`src/rtl/pio_apb_bridge.sv`:
```
// rtl/pio_apb_bridge.sv - APB3 slave translating RP2040-style PIO register accesses into pio command strobes
module pio_apb_bridge #(
    parameter int unsigned NUM_MACHINES = 4,
    parameter logic [31:0] VERSION      = 32'h0100_0000
) (
    input  logic        clk,
    input  logic        reset_n,
    input  logic        psel,
    input  logic        penable,
    input  logic        pwrite,
    input  logic [8:0]  paddr,
    input  logic [31:0] pwdata,
    output logic [31:0] prdata,
    output logic        pready,
    output logic        pslverr,
    output logic [3:0]  action,
    output logic [1:0]  mindex,
    output logic [4:0]  index,
    output logic [31:0] din,
    input  logic [31:0] pio_dout,
    input  logic [3:0]  tx_empty,
    input  logic [3:0]  tx_full,
    input  logic [3:0]  rx_empty,
    input  logic [3:0]  rx_full,
    input  logic [2:0]  tx_level0,
    input  logic [2:0]  tx_level1,
    input  logic [2:0]  tx_level2,
    input  logic [2:0]  tx_level3,
    input  logic [2:0]  rx_level0,
    input  logic [2:0]  rx_level1,
    input  logic [2:0]  rx_level2,
    input  logic [2:0]  rx_level3
);

    localparam logic [3:0] ACT_NONE  = 4'd0;
    localparam logic [3:0] ACT_INSTR = 4'd1;
    localparam logic [3:0] ACT_PEND  = 4'd2;
    localparam logic [3:0] ACT_PULL  = 4'd3;
    localparam logic [3:0] ACT_PUSH  = 4'd4;
    localparam logic [3:0] ACT_GRPS  = 4'd5;
    localparam logic [3:0] ACT_EN    = 4'd6;
    localparam logic [3:0] ACT_DIV   = 4'd7;
    localparam logic [3:0] ACT_IMM   = 4'd9;
    localparam logic [3:0] ACT_SHIFT = 4'd10;

    typedef enum logic [1:0] {IDLE, ISSUE, CAPTURE, RESP} state_t;

    state_t      state_q, state_d;
    logic [31:0] prdata_q, prdata_d;
    logic        pready_q, pready_d;
    logic        pslverr_q, pslverr_d;
    logic [3:0]  action_q, action_d;
    logic [1:0]  mindex_q, mindex_d;
    logic [4:0]  index_q, index_d;
    logic [31:0] din_q, din_d;

    logic [3:0]  ctrl_q;
    logic [31:0] clkdiv_q    [NUM_MACHINES];
    logic [31:0] execctrl_q  [NUM_MACHINES];
    logic [31:0] shiftctrl_q [NUM_MACHINES];
    logic [31:0] pinctrl_q   [NUM_MACHINES];

    logic [6:0]  waddr;
    logic        unused_bits;
    logic        sm_hit;
    logic [1:0]  sm_sel;
    logic [2:0]  sm_reg;
    logic        dec_err;
    logic [3:0]  dec_act;
    logic [1:0]  dec_mindex;
    logic [4:0]  dec_index;
    logic [31:0] dec_din;
    logic [31:0] dec_rdata;
    logic        sel_ctrl, sel_clkdiv, sel_exec, sel_shift, sel_pin;
    logic        issue_wr;

    assign waddr       = paddr[8:2];
    assign unused_bits = ^paddr[1:0];

    // Decode is purely combinational on the live bus and flags; only the IDLE cycle acts on it.
    always_comb begin
        sm_hit     = 1'b0;
        sm_sel     = '0;
        sm_reg     = '0;
        dec_err    = 1'b0;
        dec_act    = ACT_NONE;
        dec_mindex = '0;
        dec_index  = '0;
        dec_din    = '0;
        dec_rdata  = '0;
        sel_ctrl   = 1'b0;
        sel_clkdiv = 1'b0;
        sel_exec   = 1'b0;
        sel_shift  = 1'b0;
        sel_pin    = 1'b0;
        for (int n = 0; n < NUM_MACHINES; n++) begin
            if (waddr >= 7'(50 + 6 * n) && waddr < 7'(56 + 6 * n)) begin
                sm_hit = 1'b1;
                sm_sel = 2'(n);
                sm_reg = 3'(waddr - 7'(50 + 6 * n));
            end
        end
        if (waddr == 7'd0) begin
            if (pwrite) begin
                dec_act  = ACT_EN;
                dec_din  = {20'b0, pwdata[11:0]};
                sel_ctrl = 1'b1;
            end else begin
                dec_rdata = {28'b0, ctrl_q};
            end
        end else if (waddr == 7'd1) begin
            dec_err   = pwrite;
            dec_rdata = {4'b0, tx_empty, 4'b0, tx_full, 4'b0, rx_empty, 4'b0, rx_full};
        end else if (waddr == 7'd3) begin
            dec_err   = pwrite;
            dec_rdata = {1'b0, rx_level3, 1'b0, tx_level3, 1'b0, rx_level2, 1'b0, tx_level2,
                         1'b0, rx_level1, 1'b0, tx_level1, 1'b0, rx_level0, 1'b0, tx_level0};
        end else if (waddr[6:2] == 5'b00001) begin
            if (!pwrite || tx_full[waddr[1:0]]) begin
                dec_err = 1'b1;
            end else begin
                dec_act    = ACT_PUSH;
                dec_mindex = waddr[1:0];
                dec_din    = pwdata;
            end
        end else if (waddr[6:2] == 5'b00010) begin
            if (pwrite || rx_empty[waddr[1:0]]) begin
                dec_err = 1'b1;
            end else begin
                dec_act    = ACT_PULL;
                dec_mindex = waddr[1:0];
            end
        end else if (waddr >= 7'd18 && waddr <= 7'd49) begin
            if (!pwrite) begin
                dec_err = 1'b1;
            end else begin
                dec_act   = ACT_INSTR;
                dec_index = 5'(waddr - 7'd18);
                dec_din   = {16'b0, pwdata[15:0]};
            end
        end else if (sm_hit) begin
            dec_mindex = sm_sel;
            case (sm_reg)
                3'd0: begin
                    dec_act    = pwrite ? ACT_DIV : ACT_NONE;
                    dec_din    = {8'b0, pwdata[31:8]};
                    dec_rdata  = clkdiv_q[sm_sel];
                    sel_clkdiv = pwrite;
                end
                3'd1: begin
                    dec_act   = pwrite ? ACT_PEND : ACT_NONE;
                    dec_din   = pwdata;
                    dec_rdata = execctrl_q[sm_sel];
                    sel_exec  = pwrite;
                end
                3'd2: begin
                    dec_act   = pwrite ? ACT_SHIFT : ACT_NONE;
                    dec_din   = pwdata;
                    dec_rdata = shiftctrl_q[sm_sel];
                    sel_shift = pwrite;
                end
                3'd3: dec_err = pwrite;
                3'd4: begin
                    dec_err = !pwrite;
                    dec_act = pwrite ? ACT_IMM : ACT_NONE;
                    dec_din = {16'b0, pwdata[15:0]};
                end
                3'd5: begin
                    dec_act   = pwrite ? ACT_GRPS : ACT_NONE;
                    dec_din   = pwdata;
                    dec_rdata = pinctrl_q[sm_sel];
                    sel_pin   = pwrite;
                end
                default: dec_err = 1'b1;
            endcase
        end else if (waddr == 7'd82) begin
            dec_err   = pwrite;
            dec_rdata = VERSION;
        end else begin
            dec_err = 1'b1;
        end
    end

    always_comb begin
        state_d   = state_q;
        prdata_d  = prdata_q;
        pready_d  = 1'b0;
        pslverr_d = 1'b0;
        action_d  = ACT_NONE;
        mindex_d  = mindex_q;
        index_d   = index_q;
        din_d     = din_q;
        issue_wr  = 1'b0;
        case (state_q)
            IDLE: begin
                if (psel && penable) begin
                    if (dec_err) begin
                        state_d   = RESP;
                        pready_d  = 1'b1;
                        pslverr_d = 1'b1;
                        prdata_d  = '0;
                    end else if (dec_act != ACT_NONE) begin
                        state_d  = ISSUE;
                        action_d = dec_act;
                        mindex_d = dec_mindex;
                        index_d  = dec_index;
                        din_d    = dec_din;
                        prdata_d = '0;
                        pready_d = pwrite;
                        issue_wr = pwrite;
                    end else begin
                        state_d  = RESP;
                        pready_d = 1'b1;
                        prdata_d = dec_rdata;
                    end
                end
            end
            ISSUE: begin
                state_d = (action_q == ACT_PULL) ? CAPTURE : IDLE;
            end
            // pio presents the popped word exactly one cycle after PULL.
            CAPTURE: begin
                state_d  = RESP;
                prdata_d = pio_dout;
                pready_d = 1'b1;
            end
            RESP: begin
                state_d = IDLE;
            end
            default: state_d = IDLE;
        endcase
    end

    always_ff @(posedge clk or negedge reset_n) begin
        if (!reset_n) begin
            state_q   <= IDLE;
            prdata_q  <= '0;
            pready_q  <= 1'b0;
            pslverr_q <= 1'b0;
            action_q  <= ACT_NONE;
            mindex_q  <= '0;
            index_q   <= '0;
            din_q     <= '0;
        end else begin
            state_q   <= state_d;
            prdata_q  <= prdata_d;
            pready_q  <= pready_d;
            pslverr_q <= pslverr_d;
            action_q  <= action_d;
            mindex_q  <= mindex_d;
            index_q   <= index_d;
            din_q     <= din_d;
        end
    end

    always_ff @(posedge clk or negedge reset_n) begin
        if (!reset_n) begin
            ctrl_q <= '0;
            for (int n = 0; n < NUM_MACHINES; n++) begin
                clkdiv_q[n]    <= 32'h0001_0000;
                execctrl_q[n]  <= '0;
                shiftctrl_q[n] <= '0;
                pinctrl_q[n]   <= '0;
            end
        end else if (issue_wr) begin
            if (sel_ctrl)   ctrl_q              <= pwdata[3:0];
            if (sel_clkdiv) clkdiv_q[sm_sel]    <= {pwdata[31:8], 8'h00};
            if (sel_exec)   execctrl_q[sm_sel]  <= pwdata;
            if (sel_shift)  shiftctrl_q[sm_sel] <= pwdata;
            if (sel_pin)    pinctrl_q[sm_sel]   <= pwdata;
        end
    end

    assign prdata  = prdata_q;
    assign pready  = pready_q;
    assign pslverr = pslverr_q;
    assign action  = action_q;
    assign mindex  = mindex_q;
    assign index   = index_q;
    assign din     = din_q;

endmodule

```
`config.mk`:
```
export PLATFORM = sky130hd
export DESIGN_NAME = pio_apb_bridge
export DESIGN_NICKNAME = d
export VERILOG_FILES = /design/src/rtl/pio_apb_bridge.sv
export SDC_FILE = /design/constraint.sdc
export NUM_CORES = 1
export LEC_CHECK = 0
export BUFFER_PORTS_ARGS = -buffer_cell sky130_fd_sc_hd__buf_2
export CAP_MARGIN = 20
export CORE_ASPECT_RATIO = 1.25
export CORE_MARGIN = 2
export CORE_UTILIZATION = 60
export DETAILED_ROUTE_END_ITERATION = 16
export GPL_TIMING_DRIVEN = 0
export HOLD_SLACK_MARGIN = 0.12
export PLACE_DENSITY = 0.77
export SYNTH_ARGS = -nofsm -noshare
export SYNTH_HDL_FRONTEND = slang
export SYNTH_SLANG_ARGS = --single-unit
```
`constraint.sdc`:
```
create_clock -name clk -period 3.1 [get_ports clk]
set_input_delay 0.62 -clock clk [delete_from_list [all_inputs] [get_ports clk]]
set_output_delay 0.62 -clock clk [all_outputs]
set_load 0.005 [all_outputs]
```
==> impl_metrics.json <==
{
  "outcome": "complete, no violations",
  "wl_um": 91800,
  "worstReg2RegStart": "state_q[1]",
  "start_util_pct": 61.0,
  "antenna_left": 0,
  "holdWs_ns": 0.220,
  "synthTopCellsByArea": "dfrtp_1 (52%), mux2_2 (15%), mux2_1 (4.9%)",
  "setup_violations": 0,
  "grt_use_total_pct": 39.3,
  "placed_area_mm2": 0.0289,
  "required_ns": 3.63,
  "hold_path.class": "in2reg",
  "dp_hpwl_um": 65100,
  "critPathArrivalTime_ns": 3.63,
  "ir_drop_mv": 0.521,
  "route.detailed.drc": 0,
  "firstDrtPassIters": 6,
  "ys.flop_type": "dfrtp_1",
  "synth_top_family_by_area": "multiplexers",
  "grt.overflow.total": 0,
  "ctsHtreeMaxLevel": 2,
  "synth_commonest_cells": "dfrtp_1 (559), mux2_2 (357), nand2_1 (257), a21oi_1 (175), mux2_1 (117)",
  "drv_slew": 0,
  "antenna_found_initial": 2,
  "clock-sinks": 563,
  "synth.distinct_cells": 79,
  "synth_fa_ha_area_share_pct": 0.186,
  "max_freq_mhz": 323,
  "synth.avg_cell_area_um2": 12.0,
  "root_buffer": "clkbuf_16",
  "grtUsageMet2_pct": 63.1,
  "syn_area_mm2": 0.0270,
  "drive_gt1_share_pct": 37.1,
  "reg2reg_depth": 10,
  "grt_pass1_wl_um": 136000,
  "gp_congestion": 0.966,
  "tightest_slew_ns": 0.940,
  "clock_path_buffers": 3,
  "die_w_um": 194,
  "grt_max_degree": 128,
  "met1_usage_pct": 46.1,
  "syn_inst": 2246,
  "async_flop_share_pct": 100,
  "synth_top_area_share_pct": 51.9,
  "synthesis.nets": 2368,
  "clkTransAtPathRegs_ns": 0.07,
  "hold_viol_final": 0,
  "synth_compound_area_share_pct": 13.3,
  "synth-seq-cells": 563,
  "rr_endpoint": "clkdiv_q[78]",
  "synth.area.mux_share_pct": 22.8,
  "drtIter0Drc": 2152,
  "busiest_layer": "met2",
  "finalCritPeriodShare_pct": 100,
  "dieHeight_um": 241,
  "path_class": "in2reg",
  "portBuffers": 168,
  "vias_per_cell": 6.65,
  "period_needed_ns": 3.10,
  "core_mm2": 0.0442,
  "cp_max_fo": 10,
  "cts_made_buffers": 55,
  "fillers": 3055,
  "r2r_slack_ns": 0.37,
  "synthMostInstantiatedCell": "dfrtp_1",
  "post_drt_wl_per_cell_um": 29.2,
  "syn2layout_area_growth_pct": 18.2,
  "cts_tree": "done",
  "fin_area_mm2": 0.0319,
  "synth_edf_count": 0,
  "grt_pass1_vias": 21500,
  "die_area_mm2": 0.0467,
  "skew_ns": 0.0197,
  "crit_path_start": "paddr[6]",
  "cp-start-kind": "primary input",
  "yosysTopAreaCell": "dfrtp_1",
  "synthXorXnorAreaFrac_pct": 0.0975,
  "maxCapViolCount": 0,
  "synth_seq_area_share_pct": 52.3,
  "vias": 20900,
  "relSlewSlack_pct": 37.3,
  "p_leak_nw": 15.4,
  "powerDensity_mw_per_mm2": 538,
  "cp-endpoint": "prdata[24]",
  "synth_simple_gate_area_share_pct": 6.90,
  "io_pins": 195,
  "fp-row-count": 86,
  "crit_path_end_kind": "flip-flop",
  "ys_warn_count": 0,
  "fin_nets": 2652,
  "use_met3_pct": 9.31,
  "clkLatencyLatePin_ns": 0.63
}
worst min path at each step:
stage / from / to / depth (start not counted)
final: pio_dout[2] / prdata[2] / 3
after global routing: pio_dout[16] / prdata[16] / 3
after CTS: pio_dout[16] / prdata[16] / 3
after detailed placement: pinctrl_q[53] / pinctrl_q[53] / 1
after global placement: clkdiv_q[21] / clkdiv_q[21] / 1
after floorplan: reset_n / action[0] / 0
placed cells by master, fill, tap and decap left out, types with 11 or more instances in the layout:
cell type and count:
a221o_1 30, and3_1 16, buf_2 184, a221oi_1 31, nor2_1 55, o21ai_0 72
nand2_1 257, o31ai_1 12, o22ai_1 25, clkbuf_2 29, mux2_4 69, mux2i_1 14
clkbuf_4 14, a21oi_1 173, buf_4 77, buf_6 28, buf_12 11, inv_1 13
buf_1 26, clkbuf_8 12, clkbuf_16 56, a22o_1 79, mux2_1 114, dfrtp_1 559
clkbuf_1 69, a41oi_2 11, mux2_2 331
report_power, final:
part           internal (mW)  leakage, nW  switching [mW]
clock                   3.93        0.889            2.93
combinational          0.904         6.80            1.41
sequential              7.74         7.75           0.219
total                   12.6         15.4            4.56
repair_timing:
action	in CTS	in global routing
gates resized for setup	184	41
gates cloned	5	0
endpoints found under the hold margin	52	0
pin swaps	24	18
hold buffers	1	0
setup buffers	34	16
setup endpoints to repair	555	459
sequential cells by signal, summed over array words and instances (netlist names):
name and cells:
din 32, pinctrl_q 128, index 5, mindex 2, clkdiv_q 96, state_q 2
execctrl_q 128, pslverr 1, action 4, prdata 32, ctrl_q 4, pready 1
shiftctrl_q 128
through the flow:
step	setup WS, ns	total power [mW]	TNS, ns	instances	utilization, %
6_report	0.00144	17.1	0	3146	72.1
5_1_grt	-0.00583	17.7	-0.00950	3144	72.1
4_1_cts	-0.0377	17.1	-0.493	3130	71.6
3_5_place_dp	-2.18	10.3	-592.09	2992	65.4
3_3_place_gp	-9.56	10.2	-5913.59	2986	65.0
2_1_floorplan	-0.273	9.17	-90.76	2246	-
cell type report:
class	instances	area (µm²)	area share (%)
Tap cell	572	716	2.25
Inverter	16	70.1	0.220
Sequential cell	563	14100	44.2
Clock inverter	18	239	0.750
Buffer	211	1430	4.47
Timing Repair Buffer	230	1560	4.89
Clock buffer	81	1570	4.94
Multi-Input combinational cell	1453	12200	38.3
Antenna cell	2	5.00	0.0157
critical path, stage by stage:
cell and delay, ns:
buf_2 0.15, buf_4 0.21, nand4b_4 0.17, nor2_2 0.41, clkbuf_1 0.60, clkbuf_2 0.48, a221oi_1 0.18, o21ai_1 0.36
o21ai_0 0.23, o22ai_1 0.20
cells by family (layout without fill, tap and decap cells):
family,after synthesis,count (layout)
other,0,2
multiplexers,532,532
buffers and inverters,230,556
AND/OR/NAND/NOR,396,396
AO/OA/AOI/OAI,518,518
adder cells (fa/ha/maj),4,4
flip-flops,563,563
XOR/XNOR,3,3
per-layer routing:
layer  wire, µm  vias up  part of all wire (%)
met5         43        -                 0.047
met2      42100     1187                    46
li1           -     8753                     -
met3       8300      343                   9.0
met1      33000    10600                    36
met4       8400        2                   9.1
Power figures use the tool's default switching activity.
